$ cat src/rtl/decoder3x8_pipe_pkg.sv
// Shared definitions for the pipelined 3-to-8 decoder: FSM encoding,
// decoder widths, FIFO depth and the one-hot helper.
package decoder3x8_pipe_pkg;

    localparam int N_OUT      = 8;
    localparam int CODE_W     = 3;
    localparam int FIFO_DEPTH = 2;

    typedef enum logic {
        PASS  = 1'b0,
        SWEEP = 1'b1
    } state_e;

    function automatic logic [N_OUT-1:0] oneHot(input logic [CODE_W-1:0] code);
        logic [N_OUT-1:0] word;
        word       = '0;
        word[code] = 1'b1;
        return word;
    endfunction

endpackage

$ cat src/rtl/decoder3x8_pipe_sync_fifo2.sv
// Two-entry synchronous FIFO; pushes while full and pops while empty are
// ignored, so callers may gate them loosely.
module sync_fifo2
    import decoder3x8_pipe_pkg::*;
#(
    parameter int W = 8
) (
    input  logic         clk,
    input  logic         rst,
    input  logic         push,
    input  logic         pop,
    input  logic [W-1:0] din,
    output logic [W-1:0] dout,
    output logic         full,
    output logic         empty
);

    logic [W-1:0] mem_q [FIFO_DEPTH];
    logic         wrPtr_q;
    logic         rdPtr_q;
    logic [1:0]   count_q;
    logic [1:0]   count_d;
    logic         doPush;
    logic         doPop;

    assign full   = (count_q == 2'(FIFO_DEPTH));
    assign empty  = (count_q == 2'd0);
    assign doPush = push && !full;
    assign doPop  = pop && !empty;
    assign dout   = mem_q[rdPtr_q];

    always_comb begin
        count_d = count_q;
        if (doPush && !doPop) begin
            count_d = count_q + 2'd1;
        end else if (doPop && !doPush) begin
            count_d = count_q - 2'd1;
        end
    end

    always_ff @(posedge clk) begin
        if (rst) begin
            wrPtr_q <= 1'b0;
            rdPtr_q <= 1'b0;
            count_q <= 2'd0;
            for (int i = 0; i < FIFO_DEPTH; i++) begin
                mem_q[i] <= '0;
            end
        end else begin
            if (doPush) begin
                mem_q[wrPtr_q] <= din;
                wrPtr_q        <= ~wrPtr_q;
            end
            if (doPop) begin
                rdPtr_q <= ~rdPtr_q;
            end
            count_q <= count_d;
        end
    end

endmodule

$ cat src/rtl/decoder3x8_pipe.sv
// Pipelined 3-to-8 decoder with a 2-entry output FIFO, a self-test sweep
// generator (PASS/SWEEP FSM) and a wrapping output-transfer counter.
module decoder3x8_pipe
    import decoder3x8_pipe_pkg::*;
#(
    parameter int CNT_W = 8
) (
    input  logic             clk,
    input  logic             rst,
    input  logic [2:0]       in_code,
    input  logic             in_valid,
    output logic             in_ready,
    input  logic             sweep_start,
    output logic [7:0]       out,
    output logic [2:0]       out_code,
    output logic             out_valid,
    input  logic             out_ready,
    output logic             busy,
    output logic [CNT_W-1:0] xfer_count
);

    localparam int DW = CODE_W + N_OUT;

    state_e             state_q, state_d;
    logic [CODE_W-1:0]  genCode_q, genCode_d;
    logic [CNT_W-1:0]   xferCount_q, xferCount_d;

    logic               fifoFull;
    logic               fifoEmpty;
    logic               inXfer;
    logic               genPush;
    logic               push;
    logic               pop;
    logic [CODE_W-1:0]  pushCode;
    logic [DW-1:0]      pushData;
    logic [DW-1:0]      headData;

    assign in_ready = (state_q == PASS) && !fifoFull;
    assign busy     = (state_q == SWEEP);
    assign inXfer   = in_valid && in_ready;
    assign genPush  = (state_q == SWEEP) && !fifoFull;
    assign push     = inXfer || genPush;
    assign pushCode = genPush ? genCode_q : in_code;
    assign pushData = {pushCode, oneHot(pushCode)};

    // The FIFO array keeps its last contents after a pop, so the outputs are
    // masked to present zeros whenever nothing is queued.
    assign out_valid  = !fifoEmpty;
    assign pop        = out_valid && out_ready;
    assign out        = fifoEmpty ? '0 : headData[N_OUT-1:0];
    assign out_code   = fifoEmpty ? '0 : headData[DW-1:N_OUT];
    assign xfer_count = xferCount_q;

    sync_fifo2 #(
        .W (DW)
    ) u_fifo (
        .clk   (clk),
        .rst   (rst),
        .push  (push),
        .pop   (pop),
        .din   (pushData),
        .dout  (headData),
        .full  (fifoFull),
        .empty (fifoEmpty)
    );

    // The generator counter wraps 7->0 on its own, so leaving SWEEP needs no
    // explicit clear of the sweep code.
    always_comb begin
        state_d     = state_q;
        genCode_d   = genCode_q;
        xferCount_d = xferCount_q;
        case (state_q)
            PASS: begin
                if (sweep_start) begin
                    state_d = SWEEP;
                end
            end
            SWEEP: begin
                if (genPush) begin
                    genCode_d = genCode_q + 3'd1;
                    if (genCode_q == 3'(N_OUT - 1)) begin
                        state_d = PASS;
                    end
                end
            end
            default: state_d = PASS;
        endcase
        if (pop) begin
            xferCount_d = xferCount_q + 1'b1;
        end
    end

    always_ff @(posedge clk) begin
        if (rst) begin
            state_q     <= PASS;
            genCode_q   <= '0;
            xferCount_q <= '0;
        end else begin
            state_q     <= state_d;
            genCode_q   <= genCode_d;
            xferCount_q <= xferCount_d;
        end
    end

endmodule
$ cat config.mk
export PLATFORM = sky130hd
export DESIGN_NAME = decoder3x8_pipe
export DESIGN_NICKNAME = d
export VERILOG_FILES = /design/src/rtl/decoder3x8_pipe_pkg.sv /design/src/rtl/decoder3x8_pipe_sync_fifo2.sv /design/src/rtl/decoder3x8_pipe.sv
export SDC_FILE = /design/constraint.sdc
export NUM_CORES = 1
export LEC_CHECK = 0
export BUFFER_PORTS_ARGS = -buffer_cell sky130_fd_sc_hd__buf_4
export CAP_MARGIN = 20
export CELL_PAD_IN_SITES_DETAIL_PLACEMENT = 1
export CELL_PAD_IN_SITES_GLOBAL_PLACEMENT = 1
export CORE_ASPECT_RATIO = 0.5
export CORE_UTILIZATION = 44
export DETAILED_ROUTE_END_ITERATION = 16
export PLACE_DENSITY = 0.81
export SLEW_MARGIN = 25
export SYNTH_ARGS = -nofsm -noshare
export SYNTH_HDL_FRONTEND = slang
export SYNTH_SLANG_ARGS = --single-unit
export TNS_END_PERCENT = 20
$ cat constraint.sdc
create_clock -name clk -period 2.49 [get_ports clk]
set_clock_uncertainty 0.15 [all_clocks]
set_input_delay 0.249 -clock clk [delete_from_list [all_inputs] [get_ports clk]]
set_output_delay 0.249 -clock clk [all_outputs]
set_load 0.01 [all_outputs]
Yosys cells after proc, flatten, opt, wreduce, memory -nomap -nowiden:

Memory sizes are Yosys's and may differ from the RTL's. A register that Yosys moved wholly into a read port is not among the register bits.
Cells that the tools add are included.

* memory bits (writable): 22
* input bits: 8
* output and inout port bits: 22
* logic and storage cells: 57
* bits in latches: 0
* memories kept: 1
* ROM bits: 0
* flip-flop bits (word level): 16

* muxes and demuxes: 21
* multipliers: 0
* bitwise gates (word level): 3
* $lt $le $gt $ge: 2
* add/sub/neg operators: 4
* divide/modulo/power cells: 0
* reductions and logical operators: 18
* eq/ne operators: 2
* shift-type cells: 0

Memories
* u_fifo.mem_q: depth 2, bits a word 11, rd ports 1, clocked after Yosys merged registers in 1, write ports 2, RTL line decoder3x8_pipe_sync_fifo2.sv:18 `logic [W-1:0] mem_q [FIFO_DEPTH];`

Operator list (number)
* two-way mux 1 bit: 13
* two-way mux 11 bit: 1
* OR reduction 11 bit: 1
* logical AND 1 bit: 9
* adder 8 x 1 -> 8 bit (second input constant): 1
* two-way mux 8 bit: 1
* two-way mux 3 bit: 2
* zero test 1 bit: 4
* < comparator 3 x 4 -> 1 bit (second input constant): 1
* two-way mux 2 bit: 2
* adder 3 x 1 -> 3 bit (second input constant): 1
* demux 1 bit (select 3 bit): 1
* equality test 3 bit (second input constant): 1
* greater-or-equal comparator 3 x 1 -> 1 bit (second input constant): 1
* inverter 1 bit: 3
* adder 2 x 1 -> 2 bit (second input constant): 1
* equality test 2 bit (second input constant): 1
* zero test 2 bit: 1
* case mux 1 bit (2 select lines): 1
* AND reduction 2 bit: 1
* nonzero test 2 bit: 1
* subtractor 2 x 1 -> 2 bit (second input constant): 1
* logical OR 1 bit: 1

Depth between registers and ports, before layout:

Gate-level depths: netlist (run 1).

* depth in word-level cells: 11
* mapped depth: 7
* mapped depth without buffers: 6

Modules after synthesis:

Synthesis (run 1) repeated with hierarchy kept, for this count alone.

* cell total of the unflattened synthesis: 184
* area total of the unflattened synthesis: 1941.9 um^2

Modules (own cells, without submodules)
* sync_fifo2: cells each 97, instances 1, sequential area each 760.7 um^2, area each 1197.4 um^2
* decoder3x8_pipe: cells each 87, instances 1, sequential area each 240.2 um^2, area each 744.5 um^2

Least setup slack after synthesis (run 1):

Ideal clock, no wire load.

* kind: register -> register
* from: register state_q, in the netlist busy
* to: memory u_fifo.mem_q[0][0] (netlist bit), enable pin
* path slack: 365 ps
* arrival: 1578 ps
* setup time: 397 ps
* stages on the path, launching flop included: 4
* path buffers: 1
* cell sequence: dfxtp_1 buf_2 nor2_1 o31ai_1

RTL lines
* from (decl): RTL line decoder3x8_pipe.sv:24 `state_e state_q, state_d;`
* from (signal assigned): RTL line decoder3x8_pipe.sv:100 `state_q <= state_d;`
* to (decl): RTL line decoder3x8_pipe_sync_fifo2.sv:18

Final worst setup path (run 1):

* from: register u_fifo.count_q[0]
* to: output out[1]

* longest elaborated chain between the ends: 2

RTL lines
* from (decl): RTL line decoder3x8_pipe_sync_fifo2.sv:21 `logic [1:0] count_q;`
* from (signal assigned): RTL line decoder3x8_pipe_sync_fifo2.sv:57 `count_q <= count_d;`
* zero test 2 bit: RTL line decoder3x8_pipe_sync_fifo2.sv:27 `assign empty = (count_q == 2'd0);`
* two-way mux 8 bit: RTL line decoder3x8_pipe.sv:50 `assign out = fifoEmpty ? '0 : headData[N_OUT-1:0];`
* to (decl): RTL line decoder3x8_pipe.sv:14 `output logic [7:0] out,`

Every way passes these cells.

==> impl_metrics.json, run 1 <==
{
  "tightestPinTransition_ns": 0.895,
  "antenna_found_initial": 0,
  "tns_ns": 0,
  "syn_inst": 164,
  "routedWlPerCell_um": 14.8,
  "place.gp.congestion": 0.728,
  "ys_ff_latch": 39,
  "nets": 208,
  "finalWorstSetupSlack_ns": 0.293,
  "place_inst": 243,
  "grt_max_degree": 20,
  "power_frac_comb_pct": 33.6,
  "htree_levels": 2,
  "fillCellCount": 439,
  "m1WireLength_mm": 1.71,
  "firstDrtPassIters": 4,
  "clock_sinks": 39,
  "status": "finished clean",
  "sequentialPowerShare_pct": 45.5,
  "instances_no_fill": 251,
  "fp.coreArea_sq_um": 3960,
  "routed.top_layer": "met4",
  "vdd_drop_max_mv": 0.496,
  "max_stage_delay_ns": 0.73,
  "die_h_um": 47.9,
  "setup_viol": 0,
  "clk_pin_slew_ns": 0.08,
  "postCtsResizedCells": 0,
  "max-cap-violations": 0,
  "period_share_pct": 88.2,
  "dpl.hpwl_mm": 2.63,
  "ys_types": 37,
  "worstSetupStartpoint": "u_fifo.count_q[0]",
  "portBuffers": 29,
  "postRouteAntennaNets": 0,
  "switching_share_pct": 34.9,
  "io_pins": 30,
  "wl_met2_mm": 1.81,
  "cts_made_buffers": 5,
  "dieArea_sq_um": 4500,
  "synth_area_sq_um": 1860,
  "hold_buffers": 0,
  "max-slew-margin-rel_pct": 40.1,
  "worstPathCellList": "nor2_1 -> nor2_1 -> buf_4",
  "area_delta_synth_final_pct": 19.2,
  "avgViaCountPerCell": 5.20,
  "ys_seq_area_share_pct": 53.9,
  "rows": 16,
  "cts_setup_buffers": 0,
  "grt_pass1_wl_mm": 5.73,
  "worstSetupPathType": "flip-flop to output pin",
  "grt_pass1_vias": 1230,
  "met3_length_um": 160,
  "slew_viol_final": 0,
  "power_leakage_nw": 0.890,
  "cp-end-kind": "output pin",
  "internal_power_w": 0.00131,
  "start_util_pct": 46.8,
  "grt_usage_pct": 17.5,
  "crit_required_ns": 2.09,
  "reg2reg_depth": 3,
  "regToRegEndpoint": "u_fifo.mem_q[1][5]",
  "p_clk_share_pct": 20.9,
  "worstPathArrival_ns": 1.80,
  "clock_path_buffers": 2,
  "gr-total-overflow": 0,
  "cts_tree": "done",
  "vias": 1305,
  "syn_avg_cell_area_sq_um": 11.3,
  "slowest_stage": "nor2_1",
  "r2r_start": "u_fifo.count_q[0]",
  "final-hold-violation-count": 0,
  "drive_above_1_share_pct": 26.4,
  "p_sw_w": 0.000702,
  "wl_mm": 3.71,
  "ff2ff_setup_slack_ns": 0.50,
  "die-width_um": 93.8,
  "ys_warn_count": 0,
  "rsz0062_at_grt": "false",
  "dp_slack_ns": 0.520,
  "syn-num-nets": 176,
  "min_period_ns": 2.20,
  "cpMostUsedCell": "nor2_1",
  "min_from": "sweep_start",
  "clk_latency_ns": 0.29,
  "drt_iter0_drc": 42,
  "fin_hold_ws_ns": 0.0943,
  "max_freq_mhz": 455,
  "cts_root_buf": "clkbuf_8",
  "num_antenna_cells": 0,
  "p_per_area_nw_per_um2": 910,
  "power_w": 0.00201,
  "min_path_type": "input pin to flip-flop",
  "cp-start-kind": "flip-flop",
  "crit_end": "out[1]",
  "post-route-drc-count": 0,
  "crit_path_max_fanout": 12
}
power by group through the flow:
| stage | sequential, W | combinational [W] | clock (W) |
|---|---|---|---|
| after global routing | 0.000934 | 0.000743 | 0.000451 |
| after floorplan | 0.000869 | 0.000499 | 0 |
| final | 0.000917 | 0.000676 | 0.000420 |
| after CTS | 0.000921 | 0.000685 | 0.000432 |
| after global placement | 0.000926 | 0.000658 | 0 |
| after detailed placement | 0.000934 | 0.000681 | 0 |
flip-flops by register name (all words and copies together), names as in the netlist, named ones only:
signal / cells
u_fifo.rdPtr_q: 1
busy: 1
u_fifo.count_q: 2
u_fifo.wrPtr_q: 1
xfer_count: 8
u_fifo.mem_q: 22
genCode_q: 3
layout by cell type, fill, tap and decap left out, drive strengths merged:
master / instances
o211ai: 1
o31ai: 1
buf: 31
edfxtp: 22
o21ai: 5
nor2b: 1
a21oi: 6
clkbuf: 6
nand2: 6
a21o: 1
or4: 1
and3: 4
a311oi: 1
o2111ai: 1
or3b: 1
clkinv: 1
xor2: 9
nor2: 31
ha: 4
nand2b: 1
nand3b: 2
nand4: 2
mux2i: 14
xnor2: 1
mux2: 2
or3: 3
dfxtp: 17
nor3: 12
nand3: 3
clkinvlp: 1
inv: 5
o2111a: 1
final cells by class:
class / instances / area, sq um / area share [%]
multi-input cells: 114 / 807 / 36.5
inverters: 5 / 18.8 / 0.848
repair buffers: 31 / 233 / 10.5
clock inverters: 2 / 12.5 / 0.566
clock buffers: 6 / 72.6 / 3.28
well taps: 54 / 67.6 / 3.05
flip-flops and latches: 39 / 1000 / 45.2
per-layer routing:
metal	vias to the layer above	global-route usage, %
li1	643	-
met1	627	21.5
met2	29	31.2
met3	6	4.92
met4	0	5.85
met5	-	0
cell usage after synthesis, drive strengths merged:
cell     instances  area [sq um]
nor2            31           116
edfxtp          22           661
dfxtp           17           340
mux2i           14           165
nor3            12          80.1
xor2             9          78.8
a21oi            6          30.0
nand2            6          30.0
inv              5          18.8
o21ai            5          25.0
and3             4          25.0
buf              4          21.3
ha               4          50.1
nand3            3          15.0
or3              3          18.8
clkbuf           2          7.51
mux2             2          22.5
nand3b           2          27.5
nand4            2          12.5
a21o             1          15.0
a311oi           1          8.76
nand2b           1          8.76
nor2b            1          13.8
o2111a           1          11.3
o2111ai          1          8.76
o211ai           1          7.51
o31ai            1          7.51
or3b             1          8.76
or4              1          11.3
xnor2            1          8.76
per-stage QoR:
stage               area (sq um)  utilization [%]
global route                2210             55.8
detailed placement          2130             53.7
CTS                         2210             55.8
finish                      2210             55.8
floorplan                   1860                -
global placement            2130             53.7
worst max-delay path: cells and delay by family (launching register included):
kind                   cells  cell delay (ns)
buffers and inverters      1             0.20
AND/OR/NAND/NOR            2             0.89
flip-flops                 1             0.41
cell families after synthesis:
group / after synthesis / synth area share, %
adders and majority gates: 4 / 2.70
muxes: 16 / 10.1
DFF: 39 / 53.9
AOI/OAI and AO/OA: 17 / 6.14
xor gates and xnor gates: 10 / 4.72
and+or+nand+nor: 67 / 19.8
buffers and inverters: 11 / 2.56
worst min-delay path by stage:
stage	to	slack, ns	depth (start not counted)
final	busy	0.09	3
after global routing	busy	0.11	3
after CTS	busy	0.09	3
after detailed placement	genCode_q[1]	0.33	2
after global placement	genCode_q[1]	0.32	2
after floorplan	busy	0.27	2
Power figures use the tool's default switching activity.
==> run 2: changes to the inputs <==
--- a/config.mk
+++ b/config.mk
@@ -5,14 +5,15 @@
 export SDC_FILE = /design/constraint.sdc
 export NUM_CORES = 1
 export LEC_CHECK = 0
+export ABC_AREA = 0
 export BUFFER_PORTS_ARGS = -buffer_cell sky130_fd_sc_hd__buf_4
 export CAP_MARGIN = 20
-export CELL_PAD_IN_SITES_DETAIL_PLACEMENT = 1
-export CELL_PAD_IN_SITES_GLOBAL_PLACEMENT = 1
+export CELL_PAD_IN_SITES_DETAIL_PLACEMENT = 2
+export CELL_PAD_IN_SITES_GLOBAL_PLACEMENT = 2
 export CORE_ASPECT_RATIO = 0.5
-export CORE_UTILIZATION = 44
+export CORE_UTILIZATION = 36
 export DETAILED_ROUTE_END_ITERATION = 16
-export PLACE_DENSITY = 0.81
+export PLACE_DENSITY = 0.8
 export SLEW_MARGIN = 25
 export SYNTH_ARGS = -nofsm -noshare
 export SYNTH_HDL_FRONTEND = slang
==> run 2 against run 1 <==
  * Critical path depth did not move
  * Design area rose by 0.51%
  * Highest routed layer unchanged
  * Register-to-register slack barely moved
  * Setup slack got worse by 0.034 ns
  * Sequential share of layout area fell by 0.23 points
  * Count of clock-buffer cells in the layout fell by 1
  * Hold slack got worse by 0.0031 ns
  * Largest cell class unchanged
==> impl_metrics.json, run 2 (synthesized netlist as in run 1, its figures left out) <==
{
  "hold_buffers": 0,
  "p_sw_w": 0.000725,
  "area_delta_synth_final_pct": 19.8,
  "cp-end-kind": "output pin",
  "dieArea_sq_um": 5460,
  "min_from": "sweep_start",
  "max-cap-violations": 0,
  "grt_pass1_wl_mm": 7.31,
  "cts_made_buffers": 5,
  "die_h_um": 52.8,
  "largest_register_ffs": 22,
  "max_freq_mhz": 448,
  "cts_tree": "done",
  "fin_hold_ws_ns": 0.0912,
  "power_leakage_nw": 0.884,
  "multi_input_area_sq_um": 807,
  "slew_viol_final": 0,
  "routedWlPerCell_um": 17.1,
  "clk_pin_slew_ns": 0.07,
  "vdd_drop_max_mv": 0.267,
  "dpl.hpwl_mm": 3.33,
  "cts_setup_buffers": 0,
  "final-hold-violation-count": 0,
  "min_path_type": "input pin to flip-flop",
  "worstPathArrival_ns": 1.83,
  "firstDrtPassIters": 4,
  "vias": 1334,
  "r2r_start": "u_fifo.count_q[0]",
  "grt_pass1_vias": 1398,
  "portBuffers": 29,
  "switching_share_pct": 35.8,
  "internal_power_w": 0.00130,
  "sequentialPowerShare_pct": 45.4,
  "p_per_area_nw_per_um2": 910,
  "cts_root_buf": "clkbuf_8",
  "postRouteAntennaNets": 0,
  "tightestPinTransition_ns": 0.943,
  "postPlaceCellArea_sq_um": 2140,
  "crit_path_max_fanout": 12,
  "setup_viol": 0,
  "worstSetupPathType": "flip-flop to output pin",
  "rows": 18,
  "power_w": 0.00202,
  "grt_max_degree": 20,
  "worstSetupStartpoint": "u_fifo.count_q[0]",
  "finalWorstSetupSlack_ns": 0.259,
  "grt_usage_pct": 18.4,
  "gr-total-overflow": 0,
  "crit_required_ns": 2.09,
  "cp-start-kind": "flip-flop",
  "fp.coreArea_sq_um": 4930,
  "wl_mm": 4.54,
  "place.gp.congestion": 0.707,
  "rsz0062_at_grt": "false",
  "drive_above_1_share_pct": 25.5,
  "antenna_found_initial": 0,
  "p_clk_share_pct": 20.5,
  "io_pins": 30,
  "postCtsResizedCells": 0,
  "power_frac_comb_pct": 34.1,
  "nets": 207,
  "fillCellCount": 524,
  "final_cell_mix": "31 x nor2_1, 30 x buf_4, 22 x edfxtp_1",
  "regArea_sq_um": 1000,
  "die-width_um": 104,
  "final_common_cell": "nor2_1",
  "avgViaCountPerCell": 5.02,
  "regMostFlops": "u_fifo.mem_q",
  "stdcell_area_sq_um": 2220,
  "clk_latency_ns": 0.29,
  "post-route-drc-count": 0,
  "htree_levels": 2,
  "dp_slack_ns": 0.494,
  "max-slew-margin-rel_pct": 36.9,
  "clock_sinks": 39,
  "drt_iter0_drc": 29,
  "start_util_pct": 37.6,
  "period_share_pct": 89.6,
  "tns_ns": 0,
  "clock_path_buffers": 2,
  "min_period_ns": 2.23,
  "num_antenna_cells": 0,
  "status": "finished clean"
}
-- run 2: worst max-delay path: stages, from the launching register on --
cell     delay, ns
dfxtp_1       0.41
nor2_1        0.76
nor2_1        0.17
buf_4         0.20
-- run 2: final cells by class --
cell class / instances / share of cell area (%)
Clock buffer: 5 / 3.10
Timing Repair Buffer: 30 / 10.1
Tap cell: 70 / 3.94
Inverter: 5 / 0.844
Sequential cell: 39 / 45.0
Clock inverter: 3 / 0.675
Multi-Input combinational cell: 114 / 36.3
-- run 2: through the flow --
stage                     util [%]  std cells
final                         45.1        266
after global routing          45.1        266
after CTS                     45.1        266
after detailed placement      43.4        258
after global placement        43.4        258
after floorplan                  -        164
-- run 2: worst paths after layout --
| path | cells after the start | slack, ns | to |
|---|---|---|---|
| worst max-delay path | 3 | 0.26 | out_code[2] |
| worst min-delay path | 3 | 0.09 | busy |
| worst max register to register | 3 | 0.50 | u_fifo.mem_q[1][4] |
| worst min register to register | 2 | 0.34 | genCode_q[1] |
-- run 2: power by group through the flow --
stage | Clock [W] | Sequential [W] | Combinational [W]
2_1_floorplan | 0 | 0.000869 | 0.000499
3_3_place_gp | 0 | 0.000929 | 0.000662
3_5_place_dp | 0 | 0.000941 | 0.000704
4_1_cts | 0.000435 | 0.000925 | 0.000710
5_1_grt | 0.000462 | 0.000942 | 0.000757
6_report | 0.000416 | 0.000919 | 0.000689
-- run 2: per-layer routing --
metal | vias to the layer above | wire length (um) | track usage (%)
met3 | 6 | 112 | 3.73
met5 | - | 0 | 0
li1 | 648 | - | -
met4 | 0 | 48 | 6.52
met1 | 658 | 2070 | 21.1
met2 | 22 | 2310 | 35.3
==> run 3: changes to the inputs <==
--- a/config.mk
+++ b/config.mk
@@ -11,9 +11,9 @@
 export CELL_PAD_IN_SITES_DETAIL_PLACEMENT = 2
 export CELL_PAD_IN_SITES_GLOBAL_PLACEMENT = 2
 export CORE_ASPECT_RATIO = 0.5
-export CORE_UTILIZATION = 36
+export CORE_UTILIZATION = 39
 export DETAILED_ROUTE_END_ITERATION = 16
-export PLACE_DENSITY = 0.8
+export PLACE_DENSITY = 0.85
 export SLEW_MARGIN = 25
 export SYNTH_ARGS = -nofsm -noshare
 export SYNTH_HDL_FRONTEND = slang
==> constraint.sdc (replaced) <==
create_clock -name clk -period 2.7 [get_ports clk]
set_clock_uncertainty 0.15 [all_clocks]
set_input_delay 0.27 -clock clk [delete_from_list [all_inputs] [get_ports clk]]
set_output_delay 0.27 -clock clk [all_outputs]
set_load 0.01 [all_outputs]
==> run 3 against run 2 <==
  * Sequential power fell by 7.0%
  * First-iteration DRC count rose by 28%
  * Core utilization rose by 5.2 points
  * Via count fell by 1.3%
  * Die area fell by 7.5%
  * Register-to-register slack improved by 0.21 ns
==> impl_metrics.json, run 3 (synthesized netlist as in run 1, its figures left out) <==
{
  "max-cap-violations": 0,
  "place.gp.congestion": 0.714,
  "grt_pass1_wl_mm": 6.71,
  "cp-start-kind": "flip-flop",
  "min_to": "xfer_count[4]",
  "cts_root_buf": "clkbuf_8",
  "cts_made_buffers": 5,
  "worstSetupStartpoint": "u_fifo.count_q[0]",
  "ff2ff_setup_slack_ns": 0.71,
  "min_period_ns": 1.99,
  "die-width_um": 99.5,
  "min_path_type": "input pin to flip-flop",
  "period_share_pct": 73.6,
  "cts_setup_buffers": 0,
  "final-hold-violation-count": 0,
  "met3_usage_pct": 4.04,
  "slew_viol_final": 0,
  "hold_buffers": 0,
  "worstPathArrival_ns": 1.78,
  "htree_levels": 2,
  "crit_path_max_fanout": 11,
  "power_leakage_nw": 0.908,
  "firstDrtPassIters": 4,
  "cp-end-kind": "flip-flop",
  "tns_ns": 0,
  "grtUsageMet2_pct": 33.3,
  "setup_viol": 0,
  "grt_pass1_vias": 1351,
  "area_delta_synth_final_pct": 21.5,
  "cts_tree": "done",
  "num_antenna_cells": 0,
  "p_per_area_nw_per_um2": 879,
  "postCtsResizedCells": 0,
  "die_h_um": 50.8,
  "gr-total-overflow": 0,
  "drt_iter0_drc": 37,
  "final_cell_mix": "31 x nor2_1, 31 x buf_4, 22 x edfxtp_1",
  "nets": 208,
  "largest_register_ffs": 22,
  "antenna_found_initial": 0,
  "avgViaCountPerCell": 5.01,
  "regToRegEndpoint": "u_fifo.mem_q[1][9]",
  "vdd_drop_max_mv": 0.340,
  "clk_pin_slew_ns": 0.08,
  "regMostFlops": "u_fifo.mem_q",
  "tightestPinTransition_ns": 0.699,
  "grt_usage_pct": 18.1,
  "dpl.hpwl_mm": 2.99,
  "post-route-drc-count": 0,
  "start_util_pct": 41.3,
  "stdcell_area_sq_um": 2250,
  "portBuffers": 29,
  "postPlaceCellArea_sq_um": 2140,
  "fp.coreArea_sq_um": 4490,
  "worstSetupPathType": "flip-flop to flip-flop",
  "r2r_start": "u_fifo.count_q[0]",
  "slowest_stage": "dfxtp_1",
  "max_freq_mhz": 503,
  "dieArea_sq_um": 5050,
  "rsz0062_at_grt": "false",
  "reg2reg_depth": 3,
  "grt-busiest-layer": "met2",
  "crit_required_ns": 2.49,
  "routedWlPerCell_um": 16.0,
  "instances_no_fill": 263,
  "rows": 17,
  "worstPathCellList": "nand2b_2 -> o2111ai_1 -> nand2_1",
  "fin_hold_ws_ns": 0.143,
  "clock_sinks": 39,
  "drive_above_1_share_pct": 26.9,
  "place_inst": 255,
  "vias": 1317,
  "postRouteAntennaNets": 0,
  "min_from": "rst",
  "grt_max_degree": 20,
  "clock_path_buffers": 2,
  "io_pins": 30,
  "wl_mm": 4.22,
  "use_met1_pct": 21.7,
  "status": "finished clean",
  "max_stage_delay_ns": 0.54,
  "clk_latency_ns": 0.29,
  "max-slew-margin-rel_pct": 53.3,
  "hold_path_depth": 2
}
run 3: cell types whose count changed in the layout (fill, tap and decap cells not counted):
cell        previous run  this run
clkinv_2               0         1
bufinv_16              0         1
clkinvlp_4             1         0
clkinv_1               2         0
clkinv_4               0         1
buf_4                 30        31
run 3: layer usage:
| metal | vias to the layer above | wire, um |
|---|---|---|
| li1 | 648 | - |
| met4 | 0 | 16 |
| met3 | 3 | 158 |
| met1 | 639 | 1880 |
| met2 | 27 | 2160 |
| met5 | - | 0 |
run 3: per-stage QoR:
stage / power (W) / utilization [%] / setup slack [ns]
detailed placement: 0.00152 / 47.7 / 0.726
floorplan: 0.00126 / - / 0.575
global route: 0.00209 / 50.2 / 0.555
CTS: 0.00201 / 50.2 / 0.704
finish: 0.00198 / 50.2 / 0.711
global placement: 0.00148 / 47.7 / 0.821
run 3: cell type report:
type                            count  area [sq um]
Clock buffer                        5          68.8
Fill cell                         459          2230
Multi-Input combinational cell    114           807
Sequential cell                    39          1000
Clock inverter                      3          43.8
Inverter                            5          18.8
Timing Repair Buffer               31           233
Tap cell                           66          82.6
run 3: critical path: cells and delay by family (launching register included):
| kind | cells | cell delay (ns) |
|---|---|---|
| AND/OR/NAND/NOR | 2 | 0.71 |
| flip-flops | 1 | 0.54 |
| AO/OA/AOI/OAI | 1 | 0.25 |
run 3: power breakdown:
part,switching (W),internal [W]
sequential,0.000115,0.000740
clock,0.000209,0.000275
combinational,0.000346,0.000298
run 3: how the worst max path moves through the flow:
stage,slack (ns),endpoint
3_3_place_gp,0.82,u_fifo.mem_q[1][0]
4_1_cts,0.70,out[0]
6_report,0.71,u_fifo.mem_q[1][9]
3_5_place_dp,0.73,u_fifo.mem_q[1][0]
5_1_grt,0.55,u_fifo.mem_q[1][9]
2_1_floorplan,0.58,u_fifo.mem_q[0][0]
